## src/rtl/ksa_pkg.sv

```systemverilog
// Shared types and constants for the RC4 key-scheduling and downstream stages.
package ksa_pkg;

    localparam int KEY_BYTES_DEF = 3;
    localparam int S_DEPTH       = 256;

    typedef enum logic [2:0] {
        IDLE,
        RD_I,
        CAP_I,
        RD_J,
        CAP_J,
        WR_I,
        WR_J,
        DONE
    } ksa_state_t;

    // Width of a key-byte index; never zero, even for a one-byte key.
    function automatic int kidx_width(input int key_bytes);
        return (key_bytes > 1) ? $clog2(key_bytes) : 1;
    endfunction

endpackage

```

## src/rtl/ksa_swap_fsm_if.sv

```systemverilog
// Single-port S memory bus: the controller drives a registered address and
// write strobe, and the memory returns read data for the current address.
interface ksa_swap_fsm_if #(
    parameter int ADDR_W = 8,
    parameter int DATA_W = 8
);
    logic [ADDR_W-1:0] mem_addr;
    logic [DATA_W-1:0] wr_data;
    logic              wr_en;
    logic [DATA_W-1:0] rd_data;

    modport master (
        output mem_addr,
        output wr_data,
        output wr_en,
        input  rd_data
    );

    modport slave (
        input  mem_addr,
        input  wr_data,
        input  wr_en,
        output rd_data
    );
endinterface

```

## src/rtl/ksa_key_sel.sv

```systemverilog
// Combinational key byte select; byte 0 is the most significant byte of key.
module ksa_key_sel
    import ksa_pkg::*;
#(
    parameter  int KEY_BYTES = KEY_BYTES_DEF,
    localparam int KIDX_W    = kidx_width(KEY_BYTES)
) (
    input  logic [8*KEY_BYTES-1:0] key,
    input  logic [KIDX_W-1:0]      kidx,
    output logic [7:0]             key_byte
);

    always_comb begin
        key_byte = '0;
        for (int k = 0; k < KEY_BYTES; k++) begin
            if (kidx == KIDX_W'(k)) key_byte = key[8*(KEY_BYTES-1-k) +: 8];
        end
    end

endmodule

```

## src/rtl/ksa_swap_fsm.sv

```systemverilog
// RC4 key schedule: for i = 0..255, j += s[i] + key[i mod KEY_BYTES], swap s[i]/s[j].
// Six cycles per i over a single-port S memory, then finish is held for the PRGA.
module ksa_swap_fsm
    import ksa_pkg::*;
#(
    parameter int KEY_BYTES = KEY_BYTES_DEF,
    parameter int ADDR_W    = 8,
    parameter int DATA_W    = 8
) (
    input  logic                   clk,
    input  logic                   rst,
    input  logic                   start,
    input  logic [8*KEY_BYTES-1:0] secret_key,
    ksa_swap_fsm_if.master         mem,
    output logic                   finish
);

    localparam int KIDX_W = kidx_width(KEY_BYTES);

    ksa_state_t             state, state_d;
    logic [8*KEY_BYTES-1:0] key_q, key_d;
    logic [ADDR_W-1:0]      i, i_d, j, j_d;
    logic [KIDX_W-1:0]      kidx, kidx_d;
    logic [DATA_W-1:0]      si, si_d, sj, sj_d;
    logic [ADDR_W-1:0]      addr_q, addr_d;
    logic [DATA_W-1:0]      wdata_q, wdata_d;
    logic                   wen_q, wen_d;
    logic                   finish_d;
    logic [7:0]             key_byte;

    ksa_key_sel #(.KEY_BYTES(KEY_BYTES)) u_key_sel (
        .key      (key_q),
        .kidx     (kidx),
        .key_byte (key_byte)
    );

    assign mem.mem_addr = addr_q;
    assign mem.wr_data  = wdata_q;
    assign mem.wr_en    = wen_q;

    // NOTE: every always_comb target gets a default first so no path can infer a latch.
    always_comb begin
        state_d  = state;
        key_d    = key_q;
        i_d      = i;
        j_d      = j;
        kidx_d   = kidx;
        si_d     = si;
        sj_d     = sj;
        addr_d   = '0;
        wdata_d  = '0;
        wen_d    = 1'b0;
        finish_d = 1'b0;

        unique case (state)
            IDLE: begin
                if (start) begin
                    key_d   = secret_key;
                    i_d     = '0;
                    j_d     = '0;
                    kidx_d  = '0;
                    state_d = RD_I;
                end
            end
            RD_I: begin
                addr_d  = i;
                state_d = CAP_I;
            end
            CAP_I: begin
                si_d    = mem.rd_data;
                j_d     = j + ADDR_W'(mem.rd_data) + ADDR_W'(key_byte);
                state_d = RD_J;
            end
            RD_J: begin
                addr_d  = j;
                state_d = CAP_J;
            end
            CAP_J: begin
                sj_d    = mem.rd_data;
                state_d = WR_I;
            end
            WR_I: begin
                addr_d  = i;
                wdata_d = sj;
                wen_d   = 1'b1;
                state_d = WR_J;
            end
            WR_J: begin
                addr_d  = j;
                wdata_d = si;
                wen_d   = 1'b1;
                if (&i) begin
                    state_d = DONE;
                end else begin
                    i_d     = i + ADDR_W'(1);
                    kidx_d  = (kidx == KIDX_W'(KEY_BYTES-1)) ? '0 : kidx + KIDX_W'(1);
                    state_d = RD_I;
                end
            end
            DONE: begin
                // Guarantee at least one cycle of finish even if start already dropped.
                finish_d = start || !finish;
                if (!start) state_d = IDLE;
            end
            default: state_d = IDLE;
        endcase
    end

    // NOTE: sequential state uses non-blocking assignments so every register samples pre-edge values.
    always_ff @(posedge clk or negedge rst) begin
        if (!rst) begin
            state   <= IDLE;
            key_q   <= '0;
            i       <= '0;
            j       <= '0;
            kidx    <= '0;
            si      <= '0;
            sj      <= '0;
            addr_q  <= '0;
            wdata_q <= '0;
            wen_q   <= 1'b0;
            finish  <= 1'b0;
        end else begin
            state   <= state_d;
            key_q   <= key_d;
            i       <= i_d;
            j       <= j_d;
            kidx    <= kidx_d;
            si      <= si_d;
            sj      <= sj_d;
            addr_q  <= addr_d;
            wdata_q <= wdata_d;
            wen_q   <= wen_d;
            finish  <= finish_d;
        end
    end

endmodule
```

## src/flat_wrapper.sv

```systemverilog
// flat-port wrapper written by rule: the top's interface ports become plain ports
module ksa_swap_fsm_flat import ksa_pkg::*;
#(
    parameter int KEY_BYTES = KEY_BYTES_DEF,
    parameter int ADDR_W    = 8,
    parameter int DATA_W    = 8
)
  (clk, rst, start, secret_key, finish, mem_mem_addr, mem_wr_data, mem_wr_en, mem_rd_data);
  ksa_swap_fsm_if #(.ADDR_W(ADDR_W), .DATA_W(DATA_W)) mem_i ();
  input  logic clk;
  input  logic rst;
  input  logic start;
  input  logic [8*KEY_BYTES-1:0] secret_key;
  output logic finish;
  output wire logic [$bits(mem_i.mem_addr)-1:0] mem_mem_addr;
  output wire logic [$bits(mem_i.wr_data)-1:0] mem_wr_data;
  output wire logic [$bits(mem_i.wr_en)-1:0] mem_wr_en;
  input wire logic [$bits(mem_i.rd_data)-1:0] mem_rd_data;
  assign mem_mem_addr = mem_i.mem_addr;
  assign mem_wr_data = mem_i.wr_data;
  assign mem_wr_en = mem_i.wr_en;
  assign mem_i.rd_data = mem_rd_data;
  ksa_swap_fsm #(.KEY_BYTES(KEY_BYTES), .ADDR_W(ADDR_W), .DATA_W(DATA_W)) u_core (.clk(clk), .rst(rst), .start(start), .secret_key(secret_key), .mem(mem_i), .finish(finish));
endmodule
```

## config.mk

```make
export PLATFORM = sky130hd
export DESIGN_NAME = ksa_swap_fsm_flat
export DESIGN_NICKNAME = d
export VERILOG_FILES = /design/src/rtl/ksa_pkg.sv /design/src/rtl/ksa_swap_fsm_if.sv /design/src/rtl/ksa_key_sel.sv /design/src/rtl/ksa_swap_fsm.sv /design/src/flat_wrapper.sv
export SDC_FILE = /design/constraint.sdc
export NUM_CORES = 1
export LEC_CHECK = 0
export CORE_AREA = 2 2 87 89
export CTS_BUF_LIST = sky130_fd_sc_hd__clkbuf_16
export CTS_CLUSTER_DIAMETER = 200
export DETAILED_ROUTE_END_ITERATION = 12
export DIE_AREA = 0 0 89 91
export PLACE_DENSITY = 0.79
export SLEW_MARGIN = 25
export SYNTH_ARGS = -nofsm -noshare
export SYNTH_HDL_FRONTEND = slang
export SYNTH_SLANG_ARGS = --single-unit
```

## constraint.sdc

```tcl
create_clock -name clk -period 4 [get_ports clk]
set_clock_uncertainty 0.1 [all_clocks]
set_input_delay 1.2 -clock clk [delete_from_list [all_inputs] [get_ports clk]]
set_output_delay 1.2 -clock clk [all_outputs]
set_load 0.1 [all_outputs]
```

==> Yosys cells after proc, flatten, opt, wreduce, memory -nomap -nowiden <==
Index checks and enable logic that the tools add are counted.
{ "totals": {"register_bits": 79, "out_inout_bits": 18, "word_cells": 60} }
{ "classes": {"add_sub_neg": 4, "eq_ne": 12, "n_mux": 19, "reduce_logical": 14} }
{ "op_table": {"columns": ["cell", "count"], "rows": [
  ["$pmux W8 S2", 4],
  ["$mux W8", 5],
  ["$pmux W3 S8", 1],
  ["$add A8 B8 Y8", 2],
  ["$eq A3 B3 Y1 const B", 4],
  ["$mux W3", 3],
  ["$add A8 B1 Y8 const B", 1],
  ["$reduce_and A8 Y1", 1],
  ["$eq A3 B2 Y1 const B", 2],
  ["$mux W2", 3],
  ["$ne A2 B2 Y1 const B", 3],
  ["$reduce_and A2 Y1", 3],
  ["$reduce_or A2 Y1", 3],
  ["$pmux W2 S2", 1],
  ["$reduce_bool A2 Y1", 2],
  ["$eq A3 B1 Y1 const B", 1],
  ["$logic_not A3 Y1", 1],
  ["$reduce_and A3 Y1", 1],
  ["$add A2 B1 Y2 const B", 1],
  ["$eq A2 B1 Y1 const B", 1],
  ["$eq A2 B2 Y1 const B", 1],
  ["$logic_not A2 Y1", 1],
  ["$mux W1", 2],
  ["$logic_not A1 Y1", 1],
  ["$logic_or A1 B1 Y1", 1]
]} }

==> Logic depth before layout (Yosys ltp) <==
Gate-level depths: netlist (run 1).
{ "depth": {"ltp_word": 6, "depth_mapped": 14, "depth_no_buf": 13} }

==> Modules after synthesis <==
A second synthesis (run 1) with hierarchy kept.
{ "hier_totals": {"hier_cells": 311, "area_unflattened_um2": 3779.9} }
{ "by_module_without_submodules": {"columns": ["module", "n_inst", "cells_each", "area_each_um2", "seq_area_each_um2"], "rows": [
  ["ksa_swap_fsm", 1, 291, 3582.2, 1976.9],
  ["ksa_key_sel", 1, 20, 197.7, 0.0]
]} }

==> Worst setup path after synthesis (run 1) <==
No wires, ideal clock.
{ "synth_timing": {"kind": "in2reg", "start": "input mem_rd_data[1]", "end": "register u_core.j[7]", "setup_ns": 0.083, "t_arrival_ns": 2.994, "t_required_ns": 3.817, "path_slack_ns": 0.824, "stages": 11, "n_path_buf": 0, "cell_sequence": "inv_1 -> fa_1 -> inv_1 -> ha_1 -> inv_1 -> fa_1 -> nand2b_1 -> a21oi_1 -> o22ai_1 -> xnor2_1 -> o21ai_0"} }
{ "synth_via": {"elab_chain_len": 3} }
{ "synth_lines": {"columns": ["element", "line_no", "rtl"], "rows": [
  ["start, declared", "flat_wrapper.sv:18", "input wire logic [$bits(mem_i.rd_data)-1:0] mem_rd_data;"],
  ["$add A8 B8 Y8 (2 in a row)", "ksa_swap_fsm.sv:71", "j_d = j + ADDR_W'(mem.rd_data) + ADDR_W'(key_byte);"],
  ["$pmux W8 S2", "ksa_swap_fsm.sv:55", "unique case (state)"],
  ["end signal, assigned", "ksa_swap_fsm.sv:127", "j <= j_d;"],
  ["end, declared", "ksa_swap_fsm.sv:22", "logic [ADDR_W-1:0] i, i_d, j, j_d;"]
]} }
Every way passes these cells.
A chain may end at the register's enable or synchronous reset.

==> Worst setup path in the final report (run 1) <==
Ends and elaborated chain as after synthesis.

==> out/metrics.yaml, run 1 <==
outcome: "complete, no violations"
hold_path.class: "flip-flop to flip-flop"
crit_slowest_cell: "clkdlybuf4s50_1"
pwr-share-clk_pct: 17.2
area_growth_syn_to_layout_pct: 20.9
sequentialPowerShare_pct: 32.7
synth_top_area_share_pct: 51.5
grt_pass1_wl_um: 12200
num_antenna_cells: 0
tightest_slew_ns: 0.962
drt-initial-drc-count: 172
grt_pass1_vias: 2580
syn_area_um2: 3840
yosysTopAreaCell: "dfrtp_1"
postCtsHoldBufs: 0
met2_usage_pct: 29.6
nNetsFinal: 428
grt_max_degree: 80
io_pins: 53
reg2reg_slack_ns: 0.64
syn_nets: 381
drc: 0
crit_family: "adder cells"
power_density_nw_per_um2: 957
fin_ws_ns: 0.432
yosysSeqAreaShare_pct: 51.5
critPathBufInv: 4
cp_cell_sequence: "clkdlybuf4s50_1 > inv_1 > fa_1 > inv_1 > ha_1 > inv_1 > fa_1 > nand2b_1 > a21oi_1 > o22ai_1 > xnor2_1 > o21ai_0"
fin_crit_sh_pct: 89.2
synth_cell_type_count: 44
async_reset_ff_share_pct: 100
dpl_cell_area_um2: 4350
cts_sinks: 79
finalHoldViolations: 0
p_int_w: 0.00250
maxSlewHeadroom_pct: 35.6
synth_edf_count: 0
swShare_pct: 43.6
ir_drop_uv: 348
core_um2: 7140
required_ns: 4.14
period_minus_slack_ns: 3.57
max_freq_mhz: 280
cts_max_level: 3
syn_avg_cell_area_um2: 11.6
gp_congestion: 0.860
die_x_um: 89
cts_resized: 0
die_area_um2: 8100
grt.total_usage_pct: 19.8
grt_overflow_total: 0
tns_ns: 0
setup_viol: 0
grt_antenna_before_repair: 0
clkLatencyLatePin_ns: 0.33
netSwitchingPower_w: 0.00193
die_h_um: 91
busiest_layer: "met2"
synth_warnings: 0
end_kind: "flip-flop"
layout.cells.non_filler: 482
critical_path.most_common_cell: "inv_1"
synth-seq-cells: 79
clock-root-buffer: "clkbuf_16"
syn_inst: 331
fin_area_um2: 4640
combPwrFrac_pct: 50.2
post-place-cells: 466
multi_input_area_um2: 1660
dpl.hpwl_um: 5130
synthTopCellsByArea: "dfrtp_1 (52%), mux2_1 (5.9%), fa_1 (4.2%)"
layout-drive-gt1-share_pct: 13.6
setup.worst_path.start_class: "input pin"
wire_per_inst_um: 15.0
portBuffers: 52
cap_violations: 0
cts.clk_slew.worst_paths_ns: 0.06
post_cts_buffers: 0
grt_setup_unrepaired: "false"
grtUsageMet3_pct: 3.82
layout_commonest_cell: "dfrtp_1"
routed_wl_um: 7230
ant_nets: 0
slowest_delay_ns: 0.49
clockBufferDepth: 2
vias: 2583
preCtsSetupSlack_ns: 0.0878
slew_violations: 0
drtPass1Iterations: 4
initial_core_util_pct: 53.8
leakagePower_nw: 2.12
yosys_most_used_dff: "dfrtp_1"
fill_cells: 587
regArea_um2: 1980
path_class: "input pin to flip-flop"
routed_via_density: 5.36
grt.met1_usage_pct: 28.6
cts_buffers: 9
cts_tree: "yes"
core.rowCount: 31
arrival_ns: 3.71
layout_common_cells: "dfrtp_1 (79), clkdlybuf4s50_1 (37), inv_1 (30)"
cp_max_fo: 3
power groups by stage:
stage | sequential (W) | clock, W | combinational (W)
6_report | 0.00145 | 0.000763 | 0.00223
5_1_grt | 0.00150 | 0.000823 | 0.00248
4_1_cts | 0.00145 | 0.000781 | 0.00225
3_5_place_dp | 0.00147 | 0 | 0.00222
3_3_place_gp | 0.00144 | 0 | 0.00217
2_1_floorplan | 0.00175 | 0 | 0.00145
through the flow:
| step | power [W] | hold slack (ns) | utilization (%) |
|---|---|---|---|
| 2_1_floorplan | 0.00320 | 0.347 | - |
| 3_3_place_gp | 0.00361 | 0.339 | 61.0 |
| 3_5_place_dp | 0.00369 | 0.356 | 61.0 |
| 4_1_cts | 0.00448 | 0.363 | 64.9 |
| 5_1_grt | 0.00480 | 0.376 | 65.0 |
| 6_report | 0.00444 | 0.351 | 65.0 |
cell families after synthesis:
group,after synthesis,synth area share (%)
muxes,41,11.8
AOI/OAI and AO/OA,59,10.8
DFF,79,51.5
and+or+nand+nor,81,11.5
adders and majority gates,15,6.46
buffers and inverters,45,5.38
xor gates and xnor gates,11,2.51
layer usage:
| metal | routed length [µm] | part of all wire (%) |
|---|---|---|
| met3 | 358 | 5.0 |
| met1 | 3270 | 45 |
| met2 | 3500 | 48 |
| met4 | 97 | 1.3 |
| met5 | 0 | 0 |
state kept, by name, summed over array words and instances (netlist names):
register             cells
u_core.key_q            24
u_core.i                 8
u_core.j                 8
u_core.mem.mem_addr      8
u_core.mem.wr_data       8
u_core.si                8
u_core.sj                8
u_core.state             3
u_core.kidx              2
u_core.finish            1
u_core.mem.wr_en         1
cell usage after synthesis (all sizes together), types with 4 or more instances:
cell / number
ha: 7
mux2i: 8
a22oi: 8
xor2: 7
nand3: 8
nand2: 22
xnor2: 4
mux2: 33
o21ai: 15
buf: 12
clkbuf: 5
a22o: 4
dfrtp: 79
nand2b: 5
fa: 8
a21oi: 13
nor2b: 11
inv: 28
nor2: 23
a32o: 10
cell type report:
class / count / area share (%)
Tap cell: 99 / 2.67
Sequential cell: 79 / 42.6
Multi-Input combinational cell: 207 / 35.7
Timing Repair Buffer: 53 / 10.7
Inverter: 28 / 2.27
Clock inverter: 7 / 1.21
Clock buffer: 9 / 4.86
final timing paths:
check / to / from / cells after the start
hold reg to reg: u_core.finish$_DFF_PN0_ / u_core.finish$_DFF_PN0_ / 1
setup reg to reg: u_core.j[7]$_DFFE_PN0P_ / u_core.kidx[1]$_DFFE_PN0P_ / 12
min in group asynchronous: u_core.si[6]$_DFFE_PN0P_ / rst / 1
hold / removal: u_core.finish$_DFF_PN0_ / u_core.finish$_DFF_PN0_ / 1
setup / recovery: u_core.j[7]$_DFFE_PN0P_ / mem_rd_data[1] / 12
max in group asynchronous: u_core.kidx[0]$_DFFE_PN0P_ / rst / 1
(Power assumes the default switching activity.)
==> run 2: changes to the inputs <==
CORE_AREA = 3 3 88 90   (was 2 2 87 89)
DIE_AREA = 0 0 91 93   (was 0 0 89 91)
==> run 2 against run 1 <==
Compared with the run above:
- power shrank 1.3%
- sequential share of layout area increased by 0.30 points
- die area up 4.5%
- highest routed layer unchanged
- non-clock buffer count unchanged
- setup slack improved by 0.018 ns
- register-to-register slack is essentially flat
- critical path type unchanged
- routed wire length rose by 0.12%
- final area shrank 0.70%
- sequential power barely moved
==> out/metrics.yaml, run 2 (same netlist as run 1, synthesis figures left out) <==
outcome: "complete, no violations"
initial_core_util_pct: 53.8  # unchanged
swShare_pct: 44.4  # +0.83 points
p_int_w: 0.00243  # -2.8%
die_area_um2: 8460  # +4.5%
arrival_ns: 3.64  # -0.07 ns
hold_path.class: "flip-flop to flip-flop"
maxSlewHeadroom_pct: 35.6  # -0.038 points
core.rowCount: 31  # unchanged
drtPass1Iterations: 4  # unchanged
power_density_nw_per_um2: 951  # -0.64%
num_antenna_cells: 0  # unchanged
timing.rr.end: "u_core.j[7]$_DFFE_PN0P_"
min_from: "u_core.finish$_DFF_PN0_"
setup_viol: 0  # unchanged
postCtsHoldBufs: 0  # unchanged
layout-drive-gt1-share_pct: 13.9  # +0.30 points
regMostFlops: "u_core.key_q"
layout_common_cells: "dfrtp_1 (79), clkdlybuf4s50_1 (35), inv_1 (28)"
area_growth_syn_to_layout_pct: 20.0
cts_max_level: 3  # unchanged
drc: 0  # unchanged
grt_setup_unrepaired: "false"
finalHoldViolations: 0  # unchanged
fin_hold_ws_ns: 0.362  # +0.0106 ns
preCtsSetupSlack_ns: 0.164  # +0.0763 ns
wire_per_inst_um: 15.0  # +0.33%
period_minus_slack_ns: 3.55  # -0.0182 ns
gp_congestion: 0.901  # +4.8%
ant_nets: 0  # unchanged
netSwitchingPower_w: 0.00195  # +0.54%
cts_tree: "yes"
vias: 2591  # +0.31%
cap_violations: 0  # unchanged
pwr-share-clk_pct: 16.1  # -1.1 points
clockBufferDepth: 2  # unchanged
max_freq_mhz: 282  # +0.51%
fin_ws_ns: 0.451  # +0.0182 ns
hold_path_depth: 1  # unchanged
nNetsFinal: 428  # unchanged
routed_wl_um: 7240  # +0.12%
reg2reg_slack_ns: 0.63  # about the same
grt.total_usage_pct: 18.6  # -1.2 points
routed_via_density: 5.39  # +0.52%
tightest_slew_ns: 0.963  # +0.000571 ns
drt-initial-drc-count: 121  # -30%
core_um2: 7140  # unchanged
sequentialPowerShare_pct: 33.2  # +0.5 points
dpl.hpwl_um: 5060  # -1.4%
setup.worst_path.start_class: "input pin"
required_ns: 4.09  # -0.05 ns
post_cts_buffers: 0  # unchanged
combPwrFrac_pct: 50.7  # +0.5 points
grt_antenna_before_repair: 0  # unchanged
fin_crit_sh_pct: 88.7  # -0.46 points
portBuffers: 52  # unchanged
cp_max_fo: 3  # unchanged
post-place-cells: 466  # unchanged
tns_ns: 0  # unchanged
layout_commonest_cell: "dfrtp_1"
cts_resized: 0  # unchanged
path_class: "input pin to flip-flop"
r2r-start: "u_core.kidx[1]$_DFFE_PN0P_"
ff2ff_path_depth: 12  # unchanged
slew_violations: 0  # unchanged
leakagePower_nw: 2.10  # -1.0%
hold_path_end: "u_core.finish$_DFF_PN0_"
layout.cells.non_filler: 481  # -0.21%
fin_total_pwr_w: 0.00438  # -1.3%
ir_drop_uv: 356  # +2.3%
grt_pass1_vias: 2561  # -0.74%
die_x_um: 91  # +2.2%
clock-root-buffer: "clkbuf_16"
die_h_um: 93  # +2.2%
cts.clk_slew.worst_paths_ns: 0.06  # about the same
end_kind: "flip-flop"
grt_max_degree: 80  # unchanged
cts_sinks: 79  # unchanged
grt_pass1_wl_um: 12400  # +1.8%
clkLatencyLatePin_ns: 0.32  # about the same
largest_register_ffs: 24  # unchanged
cts_buffers: 9  # unchanged
io_pins: 53  # unchanged
grt_overflow_total: 0  # unchanged
==> run 2: cell types whose count changed in the layout (fill, tap and decap cells not counted), sizes merged <==
cell | previous run | this run
bufinv | 1 | 0
buf | 16 | 18
clkdlybuf4s50 | 37 | 35
clkinvlp | 0 | 1
inv | 30 | 28
clkinv | 4 | 5
==> run 2: power groups by stage <==
stage / logic, W / registers, W / clock network (W)
after global placement: 0.00215 / 0.00144 / 0
after floorplan: 0.00145 / 0.00175 / 0
after CTS: 0.00224 / 0.00145 / 0.000711
after detailed placement: 0.00221 / 0.00147 / 0
after global routing: 0.00246 / 0.00150 / 0.000751
final: 0.00222 / 0.00145 / 0.000703
==> run 2: metal layers <==
metal / part of all wire, % / up-vias / wire length (µm) / track usage (%)
li1: - / 1226 / - / -
met1: 44 / 1272 / 3210 / 24.6
met2: 48 / 77 / 3460 / 29.7
met3: 5.3 / 16 / 384 / 4.59
met4: 2.5 / 0 / 183 / 7.04
met5: 0 / - / 0 / 0
==> run 2: layout make-up <==
class                           instances  area (µm²)
Fill cell                             606        2530
Sequential cell                        79        1980
Multi-Input combinational cell        207        1660
Timing Repair Buffer                   53         489
Clock buffer                            9         225
Tap cell                               99         124
Inverter                               28         105
Clock inverter                          6        28.8
==> run 2: worst max path at each step <==
| stage | to | cells after the start | from |
|---|---|---|---|
| 2_1_floorplan | u_core.j[7]$_DFFE_PN0P_ | 11 | mem_rd_data[1] |
| 3_3_place_gp | u_core.j[7]$_DFFE_PN0P_ | 12 | mem_rd_data[1] |
| 3_5_place_dp | u_core.j[7]$_DFFE_PN0P_ | 12 | mem_rd_data[1] |
| 4_1_cts | u_core.j[7]$_DFFE_PN0P_ | 12 | mem_rd_data[1] |
| 5_1_grt | u_core.j[7]$_DFFE_PN0P_ | 12 | mem_rd_data[1] |
| 6_report | u_core.j[7]$_DFFE_PN0P_ | 12 | mem_rd_data[1] |
==> run 2: metrics by stage <==
step,util (%),cell area (µm²)
floorplan,-,3840
global route,64.5,4610
finish,64.5,4610
CTS,64.5,4600
global placement,60.9,4350
detailed placement,60.9,4350
==> run 2: worst max-delay path, cell delays in order <==
cell and delay (ns):
clkdlybuf4s50_1 0.49, inv_1 0.08, fa_1 0.46, inv_1 0.07
ha_1 0.17, inv_1 0.06, fa_1 0.39, nand2b_1 0.21
a21oi_1 0.19, o22ai_1 0.12, xnor2_1 0.14, o21ai_0 0.08
==> RTL change 1, RTL diff (config.mk and constraints of run 2) <==
`DATA_W` is set to 8 in 3 places; all go to 6.
--- a/src/rtl/ksa_swap_fsm_if.sv
+++ b/src/rtl/ksa_swap_fsm_if.sv
@@ -2,7 +2,7 @@
 // write strobe, and the memory returns read data for the current address.
 interface ksa_swap_fsm_if #(
     parameter int ADDR_W = 8,
-    parameter int DATA_W = 8
+    parameter int DATA_W = 6
 );
     logic [ADDR_W-1:0] mem_addr;
     logic [DATA_W-1:0] wr_data;
--- a/src/rtl/ksa_swap_fsm.sv
+++ b/src/rtl/ksa_swap_fsm.sv
@@ -5,7 +5,7 @@
 #(
     parameter int KEY_BYTES = KEY_BYTES_DEF,
     parameter int ADDR_W    = 8,
-    parameter int DATA_W    = 8
+    parameter int DATA_W    = 6
 ) (
     input  logic                   clk,
     input  logic                   rst,
--- a/src/flat_wrapper.sv
+++ b/src/flat_wrapper.sv
@@ -3,7 +3,7 @@
 #(
     parameter int KEY_BYTES = KEY_BYTES_DEF,
     parameter int ADDR_W    = 8,
-    parameter int DATA_W    = 8
+    parameter int DATA_W    = 6
 )
   (clk, rst, start, secret_key, finish, mem_mem_addr, mem_wr_data, mem_wr_en, mem_rd_data);
   ksa_swap_fsm_if #(.ADDR_W(ADDR_W), .DATA_W(DATA_W)) mem_i ();
Ports: changed (resized mem_rd_data and mem_wr_data); port bits go from 53 to 49. No check against the original RTL was run, so the function may have changed too.
==> RTL change 1 against run 2 <==
  * Cell area is 5.8% lower
  * Total power is 7.2% lower
  * Worst setup slack worse by 0.16 ns
  * Sequential cell count down 6
  * Area after synthesis shrank 7.9%
  * Maximum frequency is 4.4% lower
  * Count of clock-buffer cells in the layout stayed put
  * Register-to-register slack gained 0.18 ns
  * Global-route usage is 0.79 points lower
  * Routed wire length shrank 8.3%
  * Highest routed layer unchanged
==> RTL change 1: results (changes against run 2) <==
.. list-table::
   :header-rows: 1

   * - Metric
     - Value
   * - Final cell count without fillers
     - 465 (-3.3%)
   * - Worst slack at placement
     - -0.02267 ns (-0.1868 ns)
   * - First-pass GRT wire length
     - 11850 µm (-4.7%)
   * - Per-cell via count in the routed design
     - 5.237 (-2.8%)
   * - Ranking of synthesized cells by area
     - sky130_fd_sc_hd__dfrtp_1 52%, sky130_fd_sc_hd__mux2_2 9.6%, sky130_fd_sc_hd__fa_1 4.0%
   * - Number of violations reported at the end of detailed-routing iteration 0
     - 143 (+18%)
   * - Largest vdd supply drop
     - 0.3602 mV (+1.3%)
   * - Fraction of layout instances using a drive strength above 1
     - 18.85% (+5.0 points)
   * - Clock buf/inv share
     - 6.463% (+0.95 points)
   * - Flops & latches, synth
     - 73 (-7.6%)
   * - Sequential element share of the synthesized area
     - 51.68% (+0.17 points)
   * - Multi-input gate share of the layout cell area
     - 34.85% (-1.1 points)
   * - Post-synth top cells
     - 73 x sky130_fd_sc_hd__dfrtp_1, 30 x sky130_fd_sc_hd__mux2_2, 27 x sky130_fd_sc_hd__inv_1
   * - Pin count of the biggest net entering global routing
     - 40 (-50%)
   * - Result of the run
     - complete, no violations
   * - Placed cell count
     - 449 (-3.6%)
   * - Number of nets in the layout
     - 409 (-4.4%)
   * - Via count of the first global-routing pass
     - 2482 (-3.1%)
   * - Leak Pwr
     - 1.996 nW (-4.9%)
   * - Layout fillers
     - 597 (-1.5%)
   * - Half-perimeter wire length after detailed placement
     - 4766 µm (-5.7%)
   * - Count of input and output buffers
     - 48 (-7.7%)
   * - Gate Count Post-Synth
     - 311 (-6.0%)
   * - Worst relative slew slack
     - 48.21% (+13 points)
   * - Largest stage delay, worst path
     - 0.53 ns (+0.04 ns)
   * - Total power per unit cell area
     - 936.8 nW/µm² (-1.5%)
   * - Warning count from the yosys run
     - 0 (unchanged)
   * - Dpl cell area
     - 4054 µm² (-6.8%)
   * - Critical-path top delay cell
     - sky130_fd_sc_hd__fa_1
   * - Non-clock buffering overhead in the final layout
     - 11.37% (+0.75 points)
   * - Sequential cell area
     - 1827 µm² (-7.6%)
   * - Mapped Nets
     - 359 (-5.8%)
   * - Crit path max fanout
     - 2 (-1)
   * - Count of non-CTS inverters in the layout
     - 27 (-3.6%)
   * - CTS buffer count
     - 9 (unchanged)
   * - Average footprint of a synthesized cell
     - 11.37 µm² (-2.0%)
   * - Synth unique cells
     - 36 (-18%)
   * - Routability congestion estimate
     - 0.8035 (-11%)
   * - All-layer global routing usage
     - 17.78% (-0.79 points)
RTL change 1: logic make-up after synthesis:
| kind of cell | Yosys count | share of synthesized area, % |
|---|---|---|
| xor gates and xnor gates | 13 | 3.221 |
| DFF | 73 | 51.68 |
| buffers and inverters | 42 | 5.628 |
| AOI/OAI and AO/OA | 57 | 10.37 |
| and+or+nand+nor | 73 | 10.48 |
| adders and majority gates | 15 | 6.796 |
| muxes | 38 | 11.82 |
RTL change 1: report_power, final:
part | total (mW) | internal [mW] | switching [mW]
clock network | 0.749 | 0.471 | 0.279
logic | 2.00 | 0.819 | 1.18
registers | 1.32 | 1.06 | 0.262
total | 4.06 | 2.35 | 1.72
RTL change 1: final timing paths:
kind / start / end / slack [ns] / depth (start not counted)
max in group asynchronous: rst / u_core.key_q[14] / 2.30 / 2
min in group asynchronous: rst / u_core.mem.wr_data[0] / 0.85 / 1
worst max-delay path: mem_rd_data[1] / u_core.j[7] / 0.29 / 13
worst min-delay path: u_core.finish / u_core.finish / 0.35 / 1
worst max register to register: u_core.kidx[1] / u_core.j[7] / 0.81 / 15
worst min register to register: u_core.finish / u_core.finish / 0.35 / 1
RTL change 1: critical path, delay by kind of cell:
kind | cells | cell delay (ns)
fa+ha+maj | 3 | 0.91
compound gates | 4 | 0.78
buf+inv | 5 | 0.73
xor+xnor | 1 | 0.20
RTL change 1: through the flow:
step / power [mW] / hold slack, ns
finish: 4.062 / 0.3454
global route: 4.405 / 0.3603
CTS: 4.093 / 0.3532
floorplan: 2.884 / 0.3507
detailed placement: 3.318 / 0.3462
global placement: 3.243 / 0.3350
RTL change 1: metal layers:
| layer | track usage, % | wire [µm] |
|---|---|---|
| met3 | 4.988 | 332 |
| met5 | 0 | 0 |
| met1 | 22.32 | 2905 |
| met4 | 6.784 | 103 |
| met2 | 29.37 | 3297 |
==> RTL change 2, RTL diff (settings of run 2) <==
Without the edit above. Register the input `secret_key` before use, cleared by the reset. The logic sees it one clock later. The other inputs are not delayed to match.
--- a/src/rtl/ksa_swap_fsm.sv
+++ b/src/rtl/ksa_swap_fsm.sv
@@ -16,6 +16,16 @@
 );
 
     localparam int KIDX_W = kidx_width(KEY_BYTES);
+
+    logic [8*KEY_BYTES-1:0] secret_key_q;
+
+    always_ff @(posedge clk or negedge rst) begin
+        if (!rst) begin
+            secret_key_q <= '0;
+        end else begin
+            secret_key_q <= secret_key;
+        end
+    end
 
     ksa_state_t             state, state_d;
     logic [8*KEY_BYTES-1:0] key_q, key_d;
@@ -55,7 +65,7 @@
         unique case (state)
             IDLE: begin
                 if (start) begin
-                    key_d   = secret_key;
+                    key_d   = secret_key_q;
                     i_d     = '0;
                     j_d     = '0;
                     kidx_d  = '0;
Behaviour: not the same (Yosys sat finds a counterexample within 10 cycles, from zero or initial values and one cycle with rst low).
==> RTL change 2 against run 2 <==
  * Cell area is 14% higher
  * Via count is 8.0% higher
  * Die area stayed put
  * Area after synthesis is 14% higher
  * Count of clock-buffer cells in the layout stayed put
  * First-iteration DRC count is 23% higher
  * Worst setup slack worse by 0.0044 ns
  * Total power is 10% higher
  * Routed wire length is 6.0% higher
  * Cell count is 5.6% higher
  * Non-clock buffer count is 4 higher
  * Critical path depth stayed put
  * Sequential cell count is 24 higher
  * Critical endpoint unchanged
  * Largest power group unchanged
==> RTL change 2: results (changes against run 2) <==
.. list-table::
   :header-rows: 1

   * - Metric
     - Value
   * - Result of the run
     - complete, no violations
   * - Arrival time reported for the critical path endpoint
     - 3.64 ns (about the same)
   * - Synth unique cells
     - 42 (-4.5%)
   * - Clk Latency, worst-skew pair
     - 0.33 ns
   * - Detailed Route WL
     - 7671 µm (+6.0%)
   * - Ranking of synthesized cells by area
     - sky130_fd_sc_hd__dfrtp_1 59%, sky130_fd_sc_hd__mux2_2 8.5%, sky130_fd_sc_hd__fa_1 3.7%
   * - Met3 GRT Util
     - 3.942% (-0.64 points)
   * - Worst slack at placement
     - 0.1213 ns (-0.04286 ns)
   * - Post-synth top cells
     - 103 x sky130_fd_sc_hd__dfrtp_1, 33 x sky130_fd_sc_hd__mux2_2, 28 x sky130_fd_sc_hd__inv_1
   * - Routability congestion estimate
     - 0.8110 (-10%)
   * - Wire length per cell after detailed routing
     - 15.10 µm (+0.36%)
   * - Via count of the first global-routing pass
     - 2744 (+7.1%)
   * - Antenna violations before repair
     - 0 (unchanged)
   * - CTS buffer count
     - 9 (unchanged)
   * - FF-to-FF setup slack
     - 0.78 ns (+0.15 ns)
   * - Worst relative slew slack
     - 35.64% (about the same)
   * - Reg2Reg Capture Point
     - u_core.j[7]
   * - Net switching share of the total power
     - 42.80% (-1.6 points)
   * - Path type of the worst min-delay path
     - reg -> reg
   * - Hold Crit Endpoint
     - u_core.finish
   * - Per-cell via count in the routed design
     - 5.508 (+2.2%)
   * - Sequential element share of the synthesized area
     - 58.84% (+7.3 points)
   * - Final instance area
     - 5228 µm² (+14%)
   * - Met1 track demand over resource in global routing
     - 27.02% (+2.4 points)
   * - First-pass GRT wire length
     - 13310 µm (+7.1%)
   * - Gate Count Post-Synth
     - 354 (+6.9%)
   * - Layout fillers
     - 498 (-18%)
   * - Pin count of the biggest net entering global routing
     - 54 (-33%)
   * - Number of violations reported at the end of detailed-routing iteration 0
     - 149 (+23%)
   * - DR WL met3
     - 414 µm (+7.8%)
   * - H-tree depth
     - 3 (unchanged)
   * - Half-perimeter wire length after detailed placement
     - 5261 µm (+4.1%)
   * - Post-route worst hold slack
     - 0.3523 ns (-0.009408 ns)
   * - Placed cell count
     - 492 (+5.6%)
   * - Routed wire length on met2
     - 3631 µm (+4.9%)
   * - Count of input and output buffers
     - 52 (unchanged)
   * - Dpl cell area
     - 4960 µm² (+14%)
   * - Met1 wire length
     - 3426 µm (+6.8%)
   * - Worst R2R Start
     - u_core.kidx[0]
   * - Clock buffer depth
     - 2 (unchanged)
   * - Family with the most delay on the worst path
     - adder cells
   * - Fraction of layout instances using a drive strength above 1
     - 16.87% (+3.0 points)
   * - Leak Pwr
     - 2.397 nW (+14%)
   * - All-layer global routing usage
     - 20.05% (+1.5 points)
   * - Met2 GRT Util
     - 31.15% (+1.4 points)
   * - Mapped Nets
     - 404 (+6.0%)
   * - PostCTS Resize Cnt
     - 0 (unchanged)
   * - Number of nets in the layout
     - 454 (+6.1%)
   * - Largest vdd supply drop
     - 0.4169 mV (+17%)
   * - Post-detailed-route count of antenna-violating nets
     - 0 (unchanged)
## RTL change 2: cell types whose count changed in the layout (fill, tap and decap cells not counted), sizes merged, moves of 2 or more
| cell | run 2 | this run |
|---|---|---|
| clkdlybuf4s50 | 35 | 39 |
| dfrtp | 79 | 103 |
| inv | 28 | 30 |
| nand2 | 22 | 24 |
| nand3 | 8 | 3 |
| nand4 | 0 | 3 |
| nor2 | 23 | 18 |
| o21ai | 15 | 17 |
## RTL change 2: cell type report
cell class	count	share of cell area [%]
tap	99	2.370
multi-input combinational	205	30.90
inverter	28	2.011
timing repair buffer	57	10.29
clock buffer	9	4.308
clock inverter	7	0.8138
sequential	103	49.31
## RTL change 2: worst max-delay path by stage
stage	startpoint	end	slack (ns)
after floorplan	mem_rd_data[1]	u_core.j[7]	0.82
after global placement	mem_rd_data[1]	u_core.j[7]	0.19
after detailed placement	mem_rd_data[1]	u_core.j[7]	0.12
after CTS	mem_rd_data[1]	u_core.j[7]	0.46
after global routing	mem_rd_data[1]	u_core.j[7]	0.26
final	mem_rd_data[1]	u_core.j[7]	0.45
## RTL change 2: cell families after synthesis
kind of cell | Yosys count | share of synthesized area [%]
buf+inv | 46 | 4.342
xor+xnor | 10 | 1.999
fa+ha+maj | 15 | 5.655
flops | 103 | 58.84
mux | 41 | 10.31
simple gates | 77 | 9.226
compound gates | 62 | 9.626
## RTL change 2: power by group through the flow
stage | Clock, mW | Combinational (mW) | Sequential, mW
global placement | 0 | 2.26 | 1.71
floorplan | 0 | 1.44 | 2.08
detailed placement | 0 | 2.32 | 1.72
CTS | 0.795 | 2.35 | 1.71
global route | 0.839 | 2.60 | 1.76
finish | 0.776 | 2.35 | 1.71
